===== src/rtl/portb_uart_tx_if.sv =====
// Port-B write bus and UART status bundle for portb_uart_tx.
interface portb_uart_tx_if;
    logic       wr_en;
    logic [7:0] wr_data;
    logic       tx;
    logic       busy;
    logic       empty;
    logic       full;
    logic       overflow;

    modport master (
        output wr_en, wr_data,
        input  tx, busy, empty, full, overflow
    );

    modport slave (
        input  wr_en, wr_data,
        output tx, busy, empty, full, overflow
    );
endinterface


===== src/rtl/portb_uart_tx.sv =====
// Port-B byte FIFO drained by an 8N1 UART transmitter onto a single TX pin.
// Frames run back to back while the FIFO holds data.
module portb_uart_tx #(
    parameter int unsigned CLKS_PER_BIT = 434,
    parameter int unsigned FIFO_DEPTH   = 4
) (
    input  logic           clk,
    input  logic           rst,
    portb_uart_tx_if.slave bus
);

    localparam int unsigned PTR_W  = $clog2(FIFO_DEPTH);
    localparam int unsigned CNT_W  = PTR_W + 1;
    localparam int unsigned BAUD_W = (CLKS_PER_BIT > 1) ? $clog2(CLKS_PER_BIT) : 1;
    localparam logic [BAUD_W-1:0] BAUD_LAST = BAUD_W'(CLKS_PER_BIT - 1);
    localparam logic [CNT_W-1:0]  CNT_FULL  = CNT_W'(FIFO_DEPTH);

    typedef enum logic [1:0] {IDLE, START, DATA, STOP} state_t;

    state_t              state, state_n;
    logic [7:0]          mem [FIFO_DEPTH];
    logic [PTR_W-1:0]    wr_ptr, rd_ptr;
    logic [CNT_W-1:0]    count;
    logic                ovf_q;
    logic [BAUD_W-1:0]   baud_cnt, baud_n;
    logic [2:0]          bit_idx, bit_n;
    logic [7:0]          shift, shift_n;
    logic                tx_q, tx_n;
    logic                pop, push, baud_done, has_data;

    assign baud_done = (baud_cnt == BAUD_LAST);
    assign has_data  = (count != '0);
    // A full FIFO still takes a write when the head is popped on the same edge.
    assign push      = bus.wr_en && ((count != CNT_FULL) || pop);

    always_ff @(posedge clk) begin
        if (!rst) state <= IDLE;
        else      state <= state_n;
    end

    always_comb begin
        state_n = state;
        baud_n  = BAUD_W'(baud_cnt + 1'b1);
        bit_n   = bit_idx;
        shift_n = shift;
        tx_n    = tx_q;
        pop     = 1'b0;
        case (state)
            IDLE: begin
                tx_n   = 1'b1;
                baud_n = '0;
                if (has_data) begin
                    pop     = 1'b1;
                    state_n = START;
                    shift_n = mem[rd_ptr];
                    tx_n    = 1'b0;
                end
            end
            START: begin
                tx_n = 1'b0;
                if (baud_done) begin
                    state_n = DATA;
                    baud_n  = '0;
                    bit_n   = '0;
                    tx_n    = shift[0];
                end
            end
            DATA: begin
                tx_n = shift[0];
                if (baud_done) begin
                    baud_n = '0;
                    if (bit_idx == 3'd7) begin
                        state_n = STOP;
                        tx_n    = 1'b1;
                    end else begin
                        shift_n = {1'b0, shift[7:1]};
                        bit_n   = 3'(bit_idx + 1'b1);
                        tx_n    = shift[1];
                    end
                end
            end
            STOP: begin
                tx_n = 1'b1;
                if (baud_done) begin
                    baud_n = '0;
                    if (has_data) begin
                        pop     = 1'b1;
                        state_n = START;
                        shift_n = mem[rd_ptr];
                        tx_n    = 1'b0;
                    end else begin
                        state_n = IDLE;
                    end
                end
            end
            default: begin
                state_n = IDLE;
                tx_n    = 1'b1;
            end
        endcase
    end

    always_ff @(posedge clk) begin
        if (!rst) begin
            wr_ptr   <= '0;
            rd_ptr   <= '0;
            count    <= '0;
            ovf_q    <= 1'b0;
            baud_cnt <= '0;
            bit_idx  <= '0;
            shift    <= '0;
            tx_q     <= 1'b1;
        end else begin
            baud_cnt <= baud_n;
            bit_idx  <= bit_n;
            shift    <= shift_n;
            tx_q     <= tx_n;
            if (push) wr_ptr <= PTR_W'(wr_ptr + 1'b1);
            if (pop)  rd_ptr <= PTR_W'(rd_ptr + 1'b1);
            if (push && !pop)      count <= CNT_W'(count + 1'b1);
            else if (pop && !push) count <= CNT_W'(count - 1'b1);
            if (bus.wr_en && !push) ovf_q <= 1'b1;
        end
    end

    // Storage needs no reset; occupancy is tracked by count and the pointers.
    always_ff @(posedge clk) begin
        if (push) mem[wr_ptr] <= bus.wr_data;
    end

    assign bus.tx       = tx_q;
    assign bus.busy     = (state != IDLE);
    assign bus.empty    = (count == '0);
    assign bus.full     = (count == CNT_FULL);
    assign bus.overflow = ovf_q;

endmodule


===== src/flat_wrapper.sv =====
// flat-port wrapper written by rule: the top's interface ports become plain ports
module portb_uart_tx_flat 
#(
    parameter int unsigned CLKS_PER_BIT = 434,
    parameter int unsigned FIFO_DEPTH   = 4
)
  (clk, rst, bus_wr_en, bus_wr_data, bus_tx, bus_busy, bus_empty, bus_full, bus_overflow);
  portb_uart_tx_if bus_i ();
  input  logic clk;
  input  logic rst;
  input wire logic [$bits(bus_i.wr_en)-1:0] bus_wr_en;
  input wire logic [$bits(bus_i.wr_data)-1:0] bus_wr_data;
  output wire logic [$bits(bus_i.tx)-1:0] bus_tx;
  output wire logic [$bits(bus_i.busy)-1:0] bus_busy;
  output wire logic [$bits(bus_i.empty)-1:0] bus_empty;
  output wire logic [$bits(bus_i.full)-1:0] bus_full;
  output wire logic [$bits(bus_i.overflow)-1:0] bus_overflow;
  assign bus_i.wr_en = bus_wr_en;
  assign bus_i.wr_data = bus_wr_data;
  assign bus_tx = bus_i.tx;
  assign bus_busy = bus_i.busy;
  assign bus_empty = bus_i.empty;
  assign bus_full = bus_i.full;
  assign bus_overflow = bus_i.overflow;
  portb_uart_tx #(.CLKS_PER_BIT(CLKS_PER_BIT), .FIFO_DEPTH(FIFO_DEPTH)) u_core (.clk(clk), .rst(rst), .bus(bus_i));
endmodule

===== config.mk =====
export PLATFORM = sky130hd
export DESIGN_NAME = portb_uart_tx_flat
export DESIGN_NICKNAME = d
export VERILOG_FILES = /design/src/rtl/portb_uart_tx_if.sv /design/src/rtl/portb_uart_tx.sv /design/src/flat_wrapper.sv
export SDC_FILE = /design/constraint.sdc
export NUM_CORES = 1
export LEC_CHECK = 0
export BUFFER_PORTS_ARGS = -buffer_cell sky130_fd_sc_hd__buf_2
export CAP_MARGIN = 10
export CORE_MARGIN = 3
export CORE_UTILIZATION = 45
export DETAILED_ROUTE_END_ITERATION = 6
export PLACE_DENSITY_LB_ADDON = 0.12
export SLEW_MARGIN = 25
export SYNTH_ARGS = -nofsm -noshare
export SYNTH_HDL_FRONTEND = slang
export SYNTH_SLANG_ARGS = --single-unit
export TNS_END_PERCENT = 1

===== constraint.sdc =====
create_clock -name clk -period 2.7 [get_ports clk]
set_clock_uncertainty 0.2 [all_clocks]
set_input_delay 0.27 -clock clk [delete_from_list [all_inputs] [get_ports clk]]
set_output_delay 0.27 -clock clk [all_outputs]
set_load 0.05 [all_outputs]

# Yosys cells after proc, flatten, opt, wreduce, memory -nomap -nowiden
# Memory sizes are Yosys's and may differ from the RTL's. A register that Yosys moved wholly into a read port is not among the register bits.
# Index checks and enable logic that the tools add are counted.
[word_totals] reg_bits=31 latchBits=0 ram_bits=32 rom_bits=0 inputBits=11 output_inout_bits=5 elab_cells=80 n_memories=1
[op_classes] add_sub_neg=6 n_mul=0 div_mod_pow=0 order_cmp=0 eq_ne=13 n_shift=0 mux=33 bitwise_logic=0 reduce_logical=18
[memory_table] name="u_core.mem" words=4 width=8 read_ports=1 rd_clocked_by_memory_dff=1 write_ports=1 line_no="portb_uart_tx.sv:21" text="logic [7:0] mem [FIFO_DEPTH];"
[op_table] operator="$mux W8" n=4
[op_table] operator="$pmux W8 S3" n=1
[op_table] operator="$pmux W9 S2" n=1
[op_table] operator="$mux W3" n=5
[op_table] operator="$mux W2" n=7
[op_table] operator="$mux W1" n=10
[op_table] operator="$ne A2 B1 Y1 const B" n=5
[op_table] operator="$add A9 B1 Y9 const B" n=1
[op_table] operator="$eq A9 B9 Y1 const B" n=1
[op_table] operator="$mux W9" n=1
[op_table] operator="$pmux W2 S4" n=1
[op_table] operator="$reduce_and A4 Y1" n=2
[op_table] operator="$add A3 B1 Y3 const B" n=2
[op_table] operator="$eq A3 B3 Y1 const B" n=2
[op_table] operator="$pmux W3 S2" n=1
[op_table] operator="$reduce_bool A2 Y1" n=3
[op_table] operator="$reduce_bool A3 Y1" n=2
[op_table] operator="$reduce_and A5 Y1" n=1
[op_table] operator="$add A2 B1 Y2 const B" n=2
[op_table] operator="$eq A2 B2 Y1 const B" n=2
[op_table] operator="$logic_and A1 B1 Y1" n=4
[op_table] operator="$pmux W1 S4" n=1
[op_table] operator="$logic_not A3 Y1" n=1
[op_table] operator="$ne A3 B3 Y1 const B" n=1
[op_table] operator="8 further kinds" n=9

# Depth between registers and ports, before layout
[logic_depth] word_depth=10 depth_mapped=13 ltp_nobuf=12

# Least setup slack after synthesis
# Ideal clock, no wire load.
[synth_path] path_type="register -> register" from="register u_core.count[0]" to="register u_core.count[2]" setup_time_ns=0.076 t_arrival_ns=3.164 required_ns=2.424 setup_slack_ns=-0.740 path_stages_with_launch=12 n_path_buf=1 period_less_slack_ns=3.440 path_cell_list="dfxtp_1 -> nor3b_1 -> o21ai_0 -> a21oi_1 -> nor2b_1 -> buf_4 -> ha_1 -> inv_1 -> fa_1 -> xor2_1 -> or3_1 -> a21boi_0"
[synth_between] elab_chain_len=9 elab_cells_between_ends=16 cone_classes="2 x add/sub; 1 x eq/ne; 5 x mux; 8 x reduce/logical"
[synth_lines] element="start: declaration" line_no="portb_uart_tx.sv:23" text="logic [CNT_W-1:0] count;"
[synth_lines] element="start signal: assignment" line_no="portb_uart_tx.sv:120" text="if (push && !pop) count <= CNT_W'(count + 1'b1);"
[synth_lines] element="start signal: assignment" line_no="portb_uart_tx.sv:121" text="else if (pop && !push) count <= CNT_W'(count - 1'b1);"
[synth_lines] element="$reduce_bool A3 Y1" line_no="portb_uart_tx.sv:32" text="assign has_data = (count != '0);"
[synth_lines] element="$mux W1" line_no="portb_uart_tx.sv:52, portb_uart_tx.sv:86"
[synth_lines] element="$mux W1" line_no="portb_uart_tx.sv:84" text="if (baud_done) begin"
[synth_lines] element="$pmux W1 S2" line_no="portb_uart_tx.sv:48" text="case (state)"
[synth_lines] element="$logic_or A1 B1 Y1 (*)" line_no="portb_uart_tx.sv:34" text="assign push = bus.wr_en && ((count != CNT_FULL) || pop);"
[synth_lines] element="$logic_and A1 B1 Y1 (*)" line_no="portb_uart_tx.sv:34"
[synth_lines] element="net u_core.push" line_no="portb_uart_tx.sv:29" text="logic pop, push, baud_done, has_data;"
[synth_lines] element="$logic_not A1 Y1" line_no="portb_uart_tx.sv:121"
[synth_lines] element="$logic_and A1 B1 Y1" line_no="portb_uart_tx.sv:121"
[synth_lines] element="$reduce_bool A2 Y1 (no source line)"
# The timed path passes the listed nets; every way through them passes the cells marked *. The select of a mux whose other input is x is not followed.
# A chain may end at the register's enable or synchronous reset.

# Final worst setup path
[layout_path] from="register u_core.state[1]" to="register u_core.count[2]"
[layout_between] elab_chain_len=7 elab_cells_between_ends=11 cone_classes="1 x eq/ne; 2 x mux; 8 x reduce/logical"
[layout_lines] element="start: declaration" line_no="portb_uart_tx.sv:20" text="state_t state, state_n;"
[layout_lines] element="start signal: assignment" line_no="portb_uart_tx.sv:38" text="else state <= state_n;"
[layout_lines] element="$eq A2 B2 Y1 or $logic_not A2 Y1 (tied branches)" line_no="portb_uart_tx.sv:48"
[layout_lines] element="$pmux W1 S2 (*)" line_no="portb_uart_tx.sv:48"
[layout_lines] element="$logic_or A1 B1 Y1" line_no="portb_uart_tx.sv:34"
[layout_lines] element="$logic_and A1 B1 Y1" line_no="portb_uart_tx.sv:34"
[layout_lines] element="$logic_not A1 Y1" line_no="portb_uart_tx.sv:121"
[layout_lines] element="$logic_and A1 B1 Y1" line_no="portb_uart_tx.sv:121"
[layout_lines] element="$reduce_bool A2 Y1 (no source line)"
# Mark *: on every way between the ends. The rest lies on a longest branch, timed or not.

==> results.md <==
* Wire per inst at 14.55 um
* WHS Path Cells at 2
* Die area at ~7700 um2
* Final hold violation count at 0
* Post-Synth Adder-Cell Area at 6.460%
* R2R Setup Slk at roughly 0.12 ns
* DRT iter0 DRCs at 37
* Pre-CTS setup slack at 0.008041 ns
* IO Port Bufs at 15
* Overflow after GRT at 0
* Worst Reg-to-Reg Cells at 11
* Worst R2R End: u_core.count[2]
* Most frequent cells in the layout: edfxtp_1, dfxtp_1, nand2_1, buf_2, buf_4
* Status: complete, no violations
* Synthesized area at 3022 um2
* Core Footprint at 6422 um2
* Inserted Clock Buffers at 9
* Postcts setup bufs at 0
* Post-Synth XOR/XNOR Area at 3.188%
* # rows at 29
* Antenna violations before repair at 0
* # diodes at 0
* Root buffer cell: clkbuf_8
* Critical-path maximum fanout at 5
* Post-Syn Nets at 259
* CTS sink count at 65
* Largest net degree at the start of global routing at 28
* Number of global-route vias before repair at 1794
* Initial Utilization at 47.05%
* First drt pass iteration count at 4
* Reg clk slew, reported paths at 0.08 ns
* Reg2reg start: u_core.state[1]
* Filler Cell Count at 531
* Post-synth EDFFs at 32
* Crit path launch type: flop
* Layout cell share with drive strength beyond 1 at 34.17%
* Max Cap Viol at 0
* Max Root-Sink Buffers at 2
* First-pass GRT wire length at 8562 um
* PwrDens at 1009 nW/um2
* Critical path endpoint: u_core.count[2]
* DR DRC count at 0
* Final period util at 95.60%
* Final setup violating endpoints at 0
* Leading post-synthesis cells by cell area: edfxtp_1, dfxtp_1, ha_1, mux4_2, mux2_2
* Crit path launch: u_core.state[1]
* Total wire length at 5167 um
* Fin. max-slew vios at 0
* Post-synth top area share at about a third
* Slew HR at around 60%
* Critical path endpoint category: flop
* Synth area leader: edfxtp_1
* GPL Wtd Cong at roughly 0.72
* Most used DFF post-synth: dfxtp_1
* Async S/R FF share, synth at 0%
* Max VDD drop at between 500 and 600 uV
* Antenna viol nets, final at 0
* Register area share after synthesis at 53.66%
* Ports at 16
* Nets at 299
* Post-synthesis register bit count at 65
* LEAKAGE at 1.368 nW
* Mean Syn Cell Area at 12.97 um2
* Min-delay worst type: input pin to flop
* Synth cell types at 50
* Vias after detailed routing at 1792
* Mux cell area share after synthesis at between 10% and 20%
* Setup TNS at 0 ns
* Global-route usage over all layers at between 10 and 15%
* CTS tree: done
* Worst-Skew Late Latency at 0.35 ns
* Maximum clock frequency at a little under 0.4 GHz
* Crit path DAT at roughly 2.7 ns
* H-tree depth at 3
* Die H at 87.95 um
* Worst Tran Pin Value at ~0.61 ns
* Synthesized instance count at 233
* Post-DP HPWL at roughly 3400 um
* Critical path type: flop to flop
* Chip width at roughly 88 um
* CP required at 2.78 ns
* Area growth from synthesis to layout at 20.66%
* Commonest non-fill, non-tap cell in the layout: edfxtp_1
* Post-DR vias/cell at around 5.0
* Yosys Warn Count at 0
* Synth Area in Simple Gates at 13.50%
* Clock period minus worst slack at 2.581 ns
* Final WS setup at 0.1187 ns
* Largest family of logic cells by synthesized area: simple AND/OR/NAND/NOR gates
* Compound-Gate Fraction of Synth Area at a little over 9%
* RSZ-0062 raised after global routing: false
-- worst min-delay path by stage --
stage,from,to
after floorplan,bus_wr_data[0],u_core.mem[0][0]
after global placement,u_core.shift[5],u_core.shift[5]
after detailed placement,u_core.shift[5],u_core.shift[5]
after CTS,rst,u_core.bus.tx
after global routing,rst,u_core.bus.tx
final,rst,u_core.bus.tx
-- area by class of cell --
| cell class | instances | area, um2 | share of cell area (%) |
|---|---|---|---|
| Clock buffer | 9 | 123.9 | 3.397 |
| Timing Repair Buffer | 38 | 270.3 | 7.412 |
| Tap cell | 77 | 96.34 | 2.642 |
| Sequential cell | 65 | 1627 | 44.61 |
| Clock inverter | 7 | 125.1 | 3.432 |
| Inverter | 10 | 41.29 | 1.132 |
| Multi-Input combinational cell | 149 | 1363 | 37.37 |
-- critical path: stages, from the launching register on --
cell	delay, ns
dfxtp_4	0.38
ha_1	0.17
inv_1	0.08
nor3_4	0.24
a21oi_2	0.10
nor2b_2	0.19
ha_4	0.16
inv_1	0.04
fa_2	0.33
xor2_1	0.17
or3_1	0.31
a21boi_1	0.13
-- cells by family after synthesis --
family          count (synthesis)
compound gates                 34
xor+xnor                       11
fa+ha+maj                      15
buf+inv                        19
flops                          65
mux                            19
simple gates                   70
-- Yosys cell counts, drive strengths merged (2+ instances only) --
cell	instances
dfxtp	33
edfxtp	32
o21ai	16
nand2	15
ha	14
nor2	13
nand3	11
inv	10
and2	9
mux4	8
nor2b	8
mux2	7
xnor2	7
buf	6
a21oi	5
mux2i	4
nor3	4
xor2	4
clkbuf	3
a21boi	2
a32oi	2
o41ai	2
or2	2
-- repair_timing --
item	4_1_cts	5_1_grt
pin swaps	0	1
hold buffers	9	0
endpoints found under the hold margin	33	0
gates resized for setup	1	4
setup endpoints to repair	1	1
-- state kept, by name (all words and copies together) (netlist names), named ones only --
signal	cells
u_core.bus.overflow	1
u_core.baud_cnt	9
u_core.state	2
u_core.bit_idx	3
u_core.bus.tx	1
u_core.count	3
u_core.rd_ptr	2
u_core.mem	32
u_core.shift	8
u_core.wr_ptr	2
-- power by group --
part	internal [mW]	total [mW]	switching, mW
Sequential	1.21	1.35	0.140
Combinational	0.605	1.30	0.693
Clock	0.623	1.03	0.407
-- metrics by stage --
stage / instances / total power [mW] / hold WS [ns] / util (%) / cell area, um2
after floorplan: 233 / 2.420 / 0.1689 / - / 3098
after global placement: 330 / 2.651 / 0.2446 / 51.28 / 3293
after detailed placement: 330 / 2.657 / 0.2476 / 51.28 / 3293
after CTS: 355 / 3.708 / 0.002042 / 56.59 / 3635
after global routing: 355 / 3.916 / 0.01559 / 56.77 / 3646
final: 355 / 3.677 / 0.01154 / 56.77 / 3646
-- routing by layer --
metal	vias to the layer above	GRT usage [%]	part of all wire, %
met5	-	0	0
li1	928	-	-
met4	0	6.695	1.2
met3	7	4.892	3.0
met2	17	24.59	47
met1	840	17.86	48
Power figures use the tool's default switching activity.
